### src/rtl/mem_access_ctrl_if.sv
// Data-memory bus between the load/store sequencer (master) and data memory (slave).
// The request side holds memReq and its qualifiers stable until memAck.
interface mem_access_ctrl_if;
    logic        memReq;
    logic        memWe;
    logic [31:0] memAddr;
    logic [31:0] memWdata;
    logic [3:0]  memByteEn;
    logic [31:0] memRdata;
    logic        memAck;

    modport master (
        output memReq, memWe, memAddr, memWdata, memByteEn,
        input  memRdata, memAck
    );

    modport slave (
        input  memReq, memWe, memAddr, memWdata, memByteEn,
        output memRdata, memAck
    );
endinterface

### src/rtl/mem_access_ctrl.sv
// RISC-V load/store sequencer: validates the access, runs req/ack with data memory, aligns lanes.
// Zero-wait latency is 2 cycles (request -> REQ -> DONE); memory wait states stretch REQ up to TIMEOUT_CYCLES.
module mem_access_ctrl #(
    parameter int unsigned TIMEOUT_CYCLES = 16
) (
    input  logic                     clk,
    input  logic                     rst,
    input  logic                     memRead,
    input  logic                     memWrite,
    input  logic [2:0]               funct3,
    input  logic [31:0]              addr,
    input  logic [31:0]              storeData,
    output logic                     stall,
    output logic                     done,
    output logic                     err,
    output logic [1:0]               errCode,
    output logic [31:0]              loadData,
    mem_access_ctrl_if.master        mem
);
    typedef enum logic [1:0] {IDLE, REQ, DONE, ERR} state_t;

    state_t      state_q, state_d;
    logic [7:0]  cnt_q, cnt_d;
    logic [1:0]  lane_q, lane_d;
    logic [2:0]  funct3_q, funct3_d;
    logic        we_q, we_d;
    logic [31:0] addr_q, addr_d;
    logic [31:0] wdata_q, wdata_d;
    logic [3:0]  be_q, be_d;
    logic [1:0]  code_q, code_d;
    logic [31:0] load_q, load_d;

    logic        req_any;
    logic [1:0]  req_code;
    logic [3:0]  req_be;
    logic [31:0] req_wdata;
    logic [7:0]  rd_byte;
    logic [15:0] rd_half;
    logic [31:0] rd_ext;

    assign req_any = memRead | memWrite;

    // Decode of the live request; only consumed in the IDLE cycle that accepts it.
    always_comb begin
        req_code  = 2'b00;
        req_be    = 4'b1111;
        req_wdata = 32'h0;
        if (memRead && memWrite) begin
            req_code = 2'b10;
        end else if (memRead && !(funct3 inside {3'b000, 3'b001, 3'b010, 3'b100, 3'b101})) begin
            req_code = 2'b10;
        end else if (memWrite && funct3[2:0] > 3'b010) begin
            req_code = 2'b10;
        end else if ((funct3[1:0] == 2'b01 && addr[0]) ||
                     (funct3[1:0] == 2'b10 && addr[1:0] != 2'b00)) begin
            req_code = 2'b01;
        end
        unique case (funct3[1:0])
            2'b00:   req_be = 4'b0001 << addr[1:0];
            2'b01:   req_be = 4'b0011 << {addr[1], 1'b0};
            default: req_be = 4'b1111;
        endcase
        if (memWrite) begin
            unique case (funct3[1:0])
                2'b00:   req_wdata = {4{storeData[7:0]}};
                2'b01:   req_wdata = {2{storeData[15:0]}};
                default: req_wdata = storeData;
            endcase
        end
    end

    always_comb begin
        rd_byte = mem.memRdata[{lane_q, 3'b000} +: 8];
        rd_half = mem.memRdata[{lane_q[1], 4'b0000} +: 16];
        unique case (funct3_q)
            3'b000:  rd_ext = {{24{rd_byte[7]}}, rd_byte};
            3'b001:  rd_ext = {{16{rd_half[15]}}, rd_half};
            3'b100:  rd_ext = {24'h0, rd_byte};
            3'b101:  rd_ext = {16'h0, rd_half};
            default: rd_ext = mem.memRdata;
        endcase
    end

    always_comb begin
        state_d  = state_q;
        cnt_d    = cnt_q;
        lane_d   = lane_q;
        funct3_d = funct3_q;
        we_d     = we_q;
        addr_d   = addr_q;
        wdata_d  = wdata_q;
        be_d     = be_q;
        code_d   = code_q;
        load_d   = load_q;
        unique case (state_q)
            IDLE: begin
                if (req_any) begin
                    lane_d   = addr[1:0];
                    funct3_d = funct3;
                    we_d     = memWrite;
                    addr_d   = {addr[31:2], 2'b00};
                    wdata_d  = req_wdata;
                    be_d     = req_be;
                    cnt_d    = 8'd0;
                    if (req_code != 2'b00) begin
                        code_d  = req_code;
                        state_d = ERR;
                    end else begin
                        state_d = REQ;
                    end
                end
            end
            REQ: begin
                // An ack in the last allowed cycle takes priority over the timeout.
                if (mem.memAck) begin
                    if (!we_q) load_d = rd_ext;
                    state_d = DONE;
                end else if (cnt_q == 8'(TIMEOUT_CYCLES - 1)) begin
                    code_d  = 2'b11;
                    state_d = ERR;
                end else begin
                    cnt_d = cnt_q + 8'd1;
                end
            end
            DONE:    state_d = IDLE;
            ERR:     state_d = IDLE;
            default: state_d = IDLE;
        endcase
    end

    always_ff @(posedge clk) begin
        if (rst) begin
            state_q  <= IDLE;
            cnt_q    <= 8'd0;
            lane_q   <= 2'b00;
            funct3_q <= 3'b000;
            we_q     <= 1'b0;
            addr_q   <= 32'h0;
            wdata_q  <= 32'h0;
            be_q     <= 4'h0;
            code_q   <= 2'b00;
            load_q   <= 32'h0;
        end else begin
            state_q  <= state_d;
            cnt_q    <= cnt_d;
            lane_q   <= lane_d;
            funct3_q <= funct3_d;
            we_q     <= we_d;
            addr_q   <= addr_d;
            wdata_q  <= wdata_d;
            be_q     <= be_d;
            code_q   <= code_d;
            load_q   <= load_d;
        end
    end

    assign mem.memReq    = (state_q == REQ);
    assign mem.memWe     = we_q;
    assign mem.memAddr   = addr_q;
    assign mem.memWdata  = wdata_q;
    assign mem.memByteEn = be_q;
    assign done          = (state_q == DONE);
    assign err           = (state_q == ERR);
    assign errCode       = code_q;
    assign loadData      = load_q;
    assign stall         = (state_q == REQ) || (state_q == IDLE && req_any);
endmodule

### src/flat_wrapper.sv
// flat-port wrapper written by rule: the top's interface ports become plain ports
module mem_access_ctrl_flat 
#(
    parameter int unsigned TIMEOUT_CYCLES = 16
)
  (clk, rst, memRead, memWrite, funct3, addr, storeData, stall, done, err, errCode, loadData, mem_memReq, mem_memWe, mem_memAddr, mem_memWdata, mem_memByteEn, mem_memRdata, mem_memAck);
  mem_access_ctrl_if mem_i ();
  input  logic clk;
  input  logic rst;
  input  logic memRead;
  input  logic memWrite;
  input  logic [2:0] funct3;
  input  logic [31:0] addr;
  input  logic [31:0] storeData;
  output logic stall;
  output logic done;
  output logic err;
  output logic [1:0] errCode;
  output logic [31:0] loadData;
  output wire logic [$bits(mem_i.memReq)-1:0] mem_memReq;
  output wire logic [$bits(mem_i.memWe)-1:0] mem_memWe;
  output wire logic [$bits(mem_i.memAddr)-1:0] mem_memAddr;
  output wire logic [$bits(mem_i.memWdata)-1:0] mem_memWdata;
  output wire logic [$bits(mem_i.memByteEn)-1:0] mem_memByteEn;
  input wire logic [$bits(mem_i.memRdata)-1:0] mem_memRdata;
  input wire logic [$bits(mem_i.memAck)-1:0] mem_memAck;
  assign mem_memReq = mem_i.memReq;
  assign mem_memWe = mem_i.memWe;
  assign mem_memAddr = mem_i.memAddr;
  assign mem_memWdata = mem_i.memWdata;
  assign mem_memByteEn = mem_i.memByteEn;
  assign mem_i.memRdata = mem_memRdata;
  assign mem_i.memAck = mem_memAck;
  mem_access_ctrl #(.TIMEOUT_CYCLES(TIMEOUT_CYCLES)) u_core (.clk(clk), .rst(rst), .memRead(memRead), .memWrite(memWrite), .funct3(funct3), .addr(addr), .storeData(storeData), .stall(stall), .done(done), .err(err), .errCode(errCode), .loadData(loadData), .mem(mem_i));
endmodule
### config.mk
export PLATFORM = sky130hd
export DESIGN_NAME = mem_access_ctrl_flat
export DESIGN_NICKNAME = d
export VERILOG_FILES = /design/src/rtl/mem_access_ctrl_if.sv /design/src/rtl/mem_access_ctrl.sv /design/src/flat_wrapper.sv
export SDC_FILE = /design/constraint.sdc
export NUM_CORES = 1
export LEC_CHECK = 0
export CAP_MARGIN = 20
export CORE_ASPECT_RATIO = 0.5
export CORE_UTILIZATION = 43
export DETAILED_ROUTE_END_ITERATION = 8
export PLACE_DENSITY = 0.91
export SYNTH_ARGS = -nofsm -noshare
export SYNTH_HDL_FRONTEND = slang
export SYNTH_SLANG_ARGS = --single-unit
### constraint.sdc
create_clock -name clk -period 2.3 [get_ports clk]
set_input_delay 0.345 -clock clk [delete_from_list [all_inputs] [get_ports clk]]
set_output_delay 0.345 -clock clk [all_outputs]
set_load 0.005 [all_outputs]
==> results of run 1 <==
[worst paths after layout]
path	cells past startpoint	slack, ps	end
min	2	340	u_core.errCode[0]$_SDFFE_PP0P_
min reg2reg	2	450	u_core.mem.memWdata[28]$_SDFFE_PP0P_
max	6	60	u_core.errCode[1]$_SDFFE_PP0P_
max reg2reg	5	230	u_core.errCode[1]$_SDFFE_PP0P_
[metal layers]
metal  vias up  wire length [um]
met3        82               961
met5         -                 0
met2       259              8176
li1       2522                 -
met1      2536              6795
met4         0               819
[layout make-up]
cell class,count,area [um^2]
inverters,3,11.26
multi-input cells,451,2477
flip-flops and latches,116,2322
clock buffers,20,466.7
fillers,798,3201
well taps,145,181.4
clock inverters,12,225.2
repair buffers,225,2230
[Yosys cell counts, types with 3 or more instances]
master and instances:
o21ai_1 3, o21ai_0 34, nand2b_1 4, clkbuf_1 42, buf_2 3, nor3_1 13
dfxtp_1 116, nor2b_1 21, a22o_1 8, nor2_1 60, mux2i_1 15, nand2_1 127
mux2_2 8, xnor2_1 6, o22ai_1 3, nand3b_1 3, o221ai_1 7, nor3b_1 8
a211oi_1 26, a21oi_1 74
[power groups by stage]
stage | clock [mW] | combinational, mW | sequential (mW)
final | 3.09 | 1.31 | 2.32
after global routing | 3.22 | 1.40 | 2.34
after CTS | 3.12 | 1.30 | 2.31
after detailed placement | 0 | 1.27 | 2.35
after global placement | 0 | 1.23 | 2.34
after floorplan | 0 | 0.556 | 2.34
[worst max-delay path: stages]
cell	delay, ps
clkdlybuf4s50_1	630
a21oi_1	150
or3_1	480
a311oi_2	440
nor2_1	130
a311oi_1	350
[cell families after synthesis]
family / synth area share
DFF: 0.4670
buffers and inverters: 0.04076
xor gates and xnor gates: 0.01233
AOI/OAI and AO/OA: 0.2043
other: 0.0007542
and+or+nand+nor: 0.2240
muxes: 0.04831
adders and majority gates: 0.002516
[state kept, by name (all words and copies together), names as in the netlist]
register              count
u_core.loadData          32
u_core.mem.memWdata      32
u_core.mem.memAddr       30
u_core.cnt_q              8
u_core.mem.memByteEn      4
u_core.funct3_q           3
u_core.errCode            2
u_core.lane_q             2
u_core.state_q            2
u_core.mem.memWe          1
==> results by group, run 1 <==
Timing
  • Period minus WS final: 2235 ps
  • Actual slew at the worst max-slew pin: 656.8 ps
  • Clock skew: 7.074 ps
  • Worst setup margin: 64.53 ps
  • Max Freq: 447.3 MHz
  • RSZ-0062 raised after global routing: no
  • Slew Viols, Final: 0
  • Setup violators final: 0
  • Final Hold Viols: 0
  • Final period util: 0.9719
  • Relative slew margins: 0.5616
  • Setup_tns: 0 ps
  • Hold WS: 340.1 ps

Final layout
  • Final core occ: 0.7120
  • Share of layout cells above drive strength 1: 0.08102
  • Commonest cells after routing, fill and taps aside: clkdlybuf4s50_1, nand2_1, dfxtp_1
  • Non-Filler Instances: 972
  • # diodes: 0
  • Most common cell after layout, fill and taps aside: clkdlybuf4s50_1
  • Nets@finish: 919
  • P&R area growth vs syn: 59.16%
  • Fin area: 0.007914 mm^2

Global route
  • GRT busiest layer: met2
  • Initial antenna violation count: 0
  • First-pass GRT wire length: 25.89 mm
  • GR Util met1: 0.3082
  • Total GRT Usage: 0.2753
  • Largest net degree at the start of global routing: 38
  • Met3 track demand over resource: 0.07399
  • GR Overflow Total: 0
  • M2 GR Usage: 0.4773
  • Vias in the first global route: 5,189

Route
  • Routed wire length: 16.75 mm
  • DR WL/cell: 17.24 um
  • DR vias/cell: 5.555
  • Remaining DRCs: 0
  • Vias: 5,399
  • Antenna-violating nets left: 0
  • Drt first pass iters: 5
  • 1st-iter DRT viols: 471

Hold path
  • Hold Startpoint: rst
  • Hold crit path type: input port to flip-flop

Synthesis
  • Syn. warnings: 0
  • Synth area leaders: dfxtp_1, nand2_1, a21oi_1
  • Async set or reset register ratio after synthesis: 0
  • Post-synth top area cell: dfxtp_1
  • Netlist cell types: 47
  • Mapped Avg Cell Area: 8.059 um^2
  • Top FF cell, synth: dfxtp_1
  • EDFF count, synth: 0
  • Seq/Total Area, Yosys: 0.4670
  • Gate Count Post-Synth: 617
  • Mapped Area: 0.004972 mm^2
  • Synth top area share: 0.4670
  • #FFs+latches synth: 116

Clock network
  • Clk Latency, worst-skew pair: 420 ps
  • Root buffer cell: clkbuf_16
  • Clock Path Buffers: 2
  • Resized Gates After CTS: 0
  • Post-CTS Setup Bufs: 0
  • Clk sink count: 116
  • CTS Buf Count: 17
  • CTS tree: built
  • Clk pin slew, worst setup/hold paths: 50 ps
  • Post-CTS Hold Fix Bufs: 0
  • CTS H-tree depth: 4

Pwr
  • VDD IR max: 0.6166 mV
  • Logic pwr share: 0.195
  • Sequential share of power: 0.346
  • Clock power frac: 0.460
  • P_leak: 2.867 nW
  • Sw Pwr: 1.708 mW
  • Cell area power density: 848.1 mW/mm^2
  • Final Power: 6.712 mW
  • Switching Fraction: 0.2545
  • Internal Power: 5.004 mW

Worst setup path
  • Crit path launch type: input port
  • Setup crit end kind: flip-flop
  • WS Path Type: input port to flip-flop
  • FF-to-FF Start: u_core.state_q[0]$_SDFFE_PP0P_
  • Worst-path fanout max: 6
  • CP Data Arrival Time: 2530 ps
  • Critical path origin: memRead
  • Required @ worst endpoint: 2590 ps

Floorplanning
  • Die height: 78.04 um
  • Row count: 27
  • Die W: 154.1 um
  • Initial Util: 0.4474
  • I/O pin count: 211
  • Die area: 0.01202 mm^2
  • Core region area: 0.01111 mm^2

Placed design
  • Area post-placement: 0.007214 mm^2
  • Routability cong.: 0.8493
  • Post-detail-place hpwl: 11.06 mm
  • Dpl ws: -78.07 ps
  • Placed insts: 940
  • IO Port Bufs: 208

Run
  • Max-cap viol count: 0

Outcome
  • Status: finished clean
No activity file was read; power rests on OpenSTA's default activity.
==> inputs of run 2 (changes only) <==
Settings changed: CTS_CLUSTER_SIZE set to 8, REMOVE_ABC_BUFFERS set to 1, SLEW_MARGIN set to 30.
==> results by group, run 2 (synthesis results as in run 1) <==
Global route
  • Vias in the first global route: 5,308
  • Total GRT Usage: 0.2758
  • Initial antenna violation count: 0
  • Largest net degree at the start of global routing: 42
  • First-pass GRT wire length: 26.14 mm
  • GR Overflow Total: 0

Route
  • Routed wire length: 16.62 mm
  • Drt first pass iters: 5
  • DR vias/cell: 5.487
  • Remaining DRCs: 0
  • Antenna-violating nets left: 0
  • Vias: 5,355
  • 1st-iter DRT viols: 312
  • DR WL/cell: 17.03 um

Timing
  • Slew Viols, Final: 0
  • RSZ-0062 raised after global routing: no
  • Worst setup margin: 127.8 ps
  • Final Hold Viols: 0
  • Clock skew: 7.649 ps
  • Relative slew margins: 0.5902
  • Setup violators final: 0
  • Hold WS: 347.9 ps
  • Final period util: 0.9444
  • Period minus WS final: 2172 ps
  • Actual slew at the worst max-slew pin: 609.5 ps
  • Max Freq: 460.4 MHz

Clock network
  • CTS Buf Count: 17
  • Clk sink count: 116
  • Clock Path Buffers: 2
  • Resized Gates After CTS: 0
  • Clk Latency, worst-skew pair: 410 ps
  • CTS H-tree depth: 4
  • Post-CTS Setup Bufs: 0
  • CTS tree: built
  • Clk pin slew, worst setup/hold paths: 50 ps
  • Root buffer cell: clkbuf_16
  • Post-CTS Hold Fix Bufs: 0

Floorplanning
  • Row count: 27
  • Initial Util: 0.4474
  • Die area: 0.01202 mm^2
  • I/O pin count: 211
  • Die height: 78.04 um
  • Die W: 154.1 um
  • Core region area: 0.01111 mm^2

Final layout
  • Most common cell after layout, fill and taps aside: clkdlybuf4s50_1
  • P&R area growth vs syn: 56.82%
  • Filler cells: 820
  • Nets@finish: 926
  • Share of layout cells above drive strength 1: 0.08063
  • Non-Filler Instances: 976
  • # diodes: 0
  • Commonest cells after routing, fill and taps aside: clkdlybuf4s50_1, nand2_1, dfxtp_1

Worst setup path
  • WS Path Type: flip-flop to primary output
  • Setup crit end kind: primary output
  • Crit path launch type: flip-flop
  • Worst-path fanout max: 8
  • CP Data Arrival Time: 1830 ps
  • Required @ worst endpoint: 1960 ps

Placed design
  • Dpl ws: 76.68 ps
  • Routability cong.: 0.8498
  • Post-detail-place hpwl: 11.48 mm
  • Placed insts: 947
  • IO Port Bufs: 208

Hold path
  • Hold crit path type: input port to flip-flop

Pwr
  • P_leak: 2.838 nW
  • Cell area power density: 766.4 mW/mm^2
  • VDD IR max: 0.5120 mV

Run
  • Max-cap viol count: 0

Outcome
  • Status: finished clean
==> run 2: worst max-delay path: stages, from the launching register on <==
cell and delay, ps:
dfxtp_1 450, nand2b_1 320, clkinv_1 180, clkdlybuf4s50_1 480
==> run 2: area by class of cell <==
class / count / area [um^2] / share of cell area
timing repair buffer: 232 / 2295 / 0.2943
clock buffer: 23 / 488.0 / 0.06258
multi-input combinational: 451 / 2470 / 0.3168
tap: 145 / 181.4 / 0.02327
clock inverter: 6 / 30.03 / 0.003851
sequential: 116 / 2322 / 0.2978
inverter: 3 / 11.26 / 0.001444
==> run 2: final timing paths <==
path | slack (ps) | from | cells after the start | to
hold / removal | 350 | rst | 2 | u_core.mem.memByteEn[3]$_SDFFE_PP0P_
hold reg to reg | 450 | u_core.mem.memWdata[8]$_SDFFE_PP0P_ | 2 | u_core.mem.memWdata[8]$_SDFFE_PP0P_
setup / recovery | 130 | u_core.state_q[1]$_SDFFE_PP0P_ | 3 | mem_memReq
setup reg to reg | 410 | u_core.state_q[1]$_SDFFE_PP0P_ | 6 | u_core.state_q[1]$_SDFFE_PP0P_
==> run 2: report_power, final <==
group / switching, mW / internal, mW / total (mW)
combinational: 0.610 / 0.710 / 1.32
clock: 0.885 / 1.46 / 2.34
sequential: 0.121 / 2.19 / 2.31
==> run 2: metrics by stage <==
stage	util	cell area (um^2)	TNS, ps	total power, mW
floorplan	-	4785	-5368	2.831
global placement	0.6550	7279	0	3.601
detailed placement	0.6550	7279	0	3.648
CTS	0.7016	7797	0	5.983
global route	0.7016	7797	0	6.215
finish	0.7016	7797	0	5.976
==> run 2: layer usage <==
| layer | routed length, um | vias to the layer above | GRT usage | share of wire |
|---|---|---|---|---|
| met4 | 572 | 0 | 0.1570 | 0.034 |
| met3 | 1054 | 54 | 0.06681 | 0.063 |
| li1 | - | 2532 | - | - |
| met5 | 0 | - | 0 | 0 |
| met1 | 6782 | 2534 | 0.3066 | 0.41 |
| met2 | 8211 | 235 | 0.4905 | 0.49 |
==> inputs of run 3 (changes only) <==
Settings changed: CORE_MARGIN set to 5.
==> results by group, run 3 (synthesis results as in run 1) <==
Floorplanning
  • Die height: 86.04 um
  • I/O pin count: 211
  • Core region area: 0.01115 mm^2
  • Die area: 0.01394 mm^2
  • Initial Util: 0.4460
  • Row count: 27
  • Die W: 162.1 um

Clock network
  • CTS H-tree depth: 4
  • CTS Buf Count: 17
  • Clk pin slew, worst setup/hold paths: 60 ps
  • Clk sink count: 116
  • CTS tree: built
  • Root buffer cell: clkbuf_16
  • Post-CTS Hold Fix Bufs: 0
  • Clk Latency, worst-skew pair: 400 ps
  • Clock Path Buffers: 2
  • Post-CTS Setup Bufs: 0
  • Resized Gates After CTS: 0

Worst setup path
  • Worst reg2reg path endpoint: u_core.state_q[1]$_SDFFE_PP0P_
  • FF-to-FF Start: u_core.state_q[1]$_SDFFE_PP0P_
  • CP Data Arrival Time: 1850 ps
  • Critical path destination: mem_memReq
  • Required @ worst endpoint: 1960 ps
  • Worst-path fanout max: 8
  • Setup crit end kind: primary output
  • Critical path origin: u_core.state_q[1]$_SDFFE_PP0P_
  • Flop-to-flop setup slack: 310 ps
  • Crit path launch type: flip-flop
  • WS Path Type: flip-flop to primary output
  • R2R depth: 6

Timing
  • Final period util: 0.9537
  • Final Hold Viols: 0
  • Period minus WS final: 2194 ps
  • RSZ-0062 raised after global routing: no
  • Setup violators final: 0
  • Clock skew: 9.755 ps
  • Actual slew at the worst max-slew pin: 611.7 ps
  • Setup_tns: 0 ps
  • Slew Viols, Final: 0
  • Relative slew margins: 0.5891
  • Max Freq: 455.9 MHz
  • Hold WS: 349.2 ps

Global route
  • GR Overflow Total: 0
  • First-pass GRT wire length: 27.91 mm
  • Initial antenna violation count: 0
  • Largest net degree at the start of global routing: 46
  • Vias in the first global route: 5,485
  • Total GRT Usage: 0.2489

Placed design
  • Routability cong.: 0.8536
  • IO Port Bufs: 208
  • Post-detail-place hpwl: 11.98 mm
  • Area post-placement: 0.007239 mm^2

Pwr
  • Cell area power density: 825.9 mW/mm^2
  • VDD IR max: 0.5431 mV
  • P_leak: 2.873 nW

Route
  • Drt first pass iters: 5
  • DR WL/cell: 17.97 um
  • Routed wire length: 17.54 mm
  • DR vias/cell: 5.535
  • Vias: 5,402
  • 1st-iter DRT viols: 340
  • Antenna-violating nets left: 0
  • Remaining DRCs: 0

Final layout
  • Most common cell after layout, fill and taps aside: clkdlybuf4s50_1
  • Nets@finish: 924
  • Share of layout cells above drive strength 1: 0.08183
  • # diodes: 0
  • Commonest cells after routing, fill and taps aside: clkdlybuf4s50_1, nand2_1, dfxtp_1
  • Fin area: 0.007884 mm^2
  • P&R area growth vs syn: 58.56%
  • Final core occ: 0.7072

Outcome
  • Status: finished clean

Hold path
  • Hold crit path type: input port to flip-flop

Run
  • Max-cap viol count: 0
## run 3: worst min path at each step
stage	to	cells after the start	slack, ps	startpoint
2_1_floorplan	u_core.cnt_q[1]$_SDFFE_PP0P_	1	410	rst
3_3_place_gp	u_core.mem.memWdata[17]$_SDFFE_PP0P_	2	430	u_core.mem.memWdata[17]$_SDFFE_PP0P_
3_5_place_dp	u_core.mem.memWdata[30]$_SDFFE_PP0P_	2	440	u_core.mem.memWdata[30]$_SDFFE_PP0P_
4_1_cts	u_core.state_q[1]$_SDFFE_PP0P_	3	310	rst
5_1_grt	u_core.state_q[1]$_SDFFE_PP0P_	3	330	rst
6_report	u_core.state_q[1]$_SDFFE_PP0P_	3	350	rst
## run 3: worst max-delay path, cell delays in order, from the launching register on
cell and delay, ps:
dfxtp_1 470, nand2b_1 320, clkinv_1 180, clkdlybuf4s50_1 470
## run 3: cell type report
| cell class | count | area, um^2 |
|---|---|---|
| clock buffers | 23 | 498.0 |
| clock inverters | 8 | 146.4 |
| fillers | 783 | 3264 |
| inverters | 3 | 11.26 |
| multi-input cells | 451 | 2470 |
| flip-flops and latches | 116 | 2322 |
| well taps | 145 | 181.4 |
| repair buffers | 230 | 2255 |
## run 3: report_power, final
group | internal [mW] | leakage (nW) | switching, mW
clock network | 1.95 | 0.315 | 0.923
registers | 2.19 | 0.950 | 0.118
logic | 0.699 | 1.61 | 0.629
## run 3: routing by layer
metal | vias to the layer above | track usage | wire length, um
met1 | 2515 | 0.2732 | 6672
li1 | 2530 | - | -
met4 | 0 | 0.1504 | 908
met2 | 273 | 0.4412 | 8850
met5 | - | 0 | 0
met3 | 84 | 0.06145 | 1103
## run 3: stage by stage
| step | instances | worst slack, ps | total power, mW |
|---|---|---|---|
| floorplan | 570 | -129.7 | 2.831 |
| global placement | 945 | 92.65 | 3.594 |
| detailed placement | 945 | 16.00 | 3.639 |
| CTS | 976 | 122.9 | 6.523 |
| global route | 976 | 7.857 | 6.756 |
| finish | 976 | 106.4 | 6.511 |
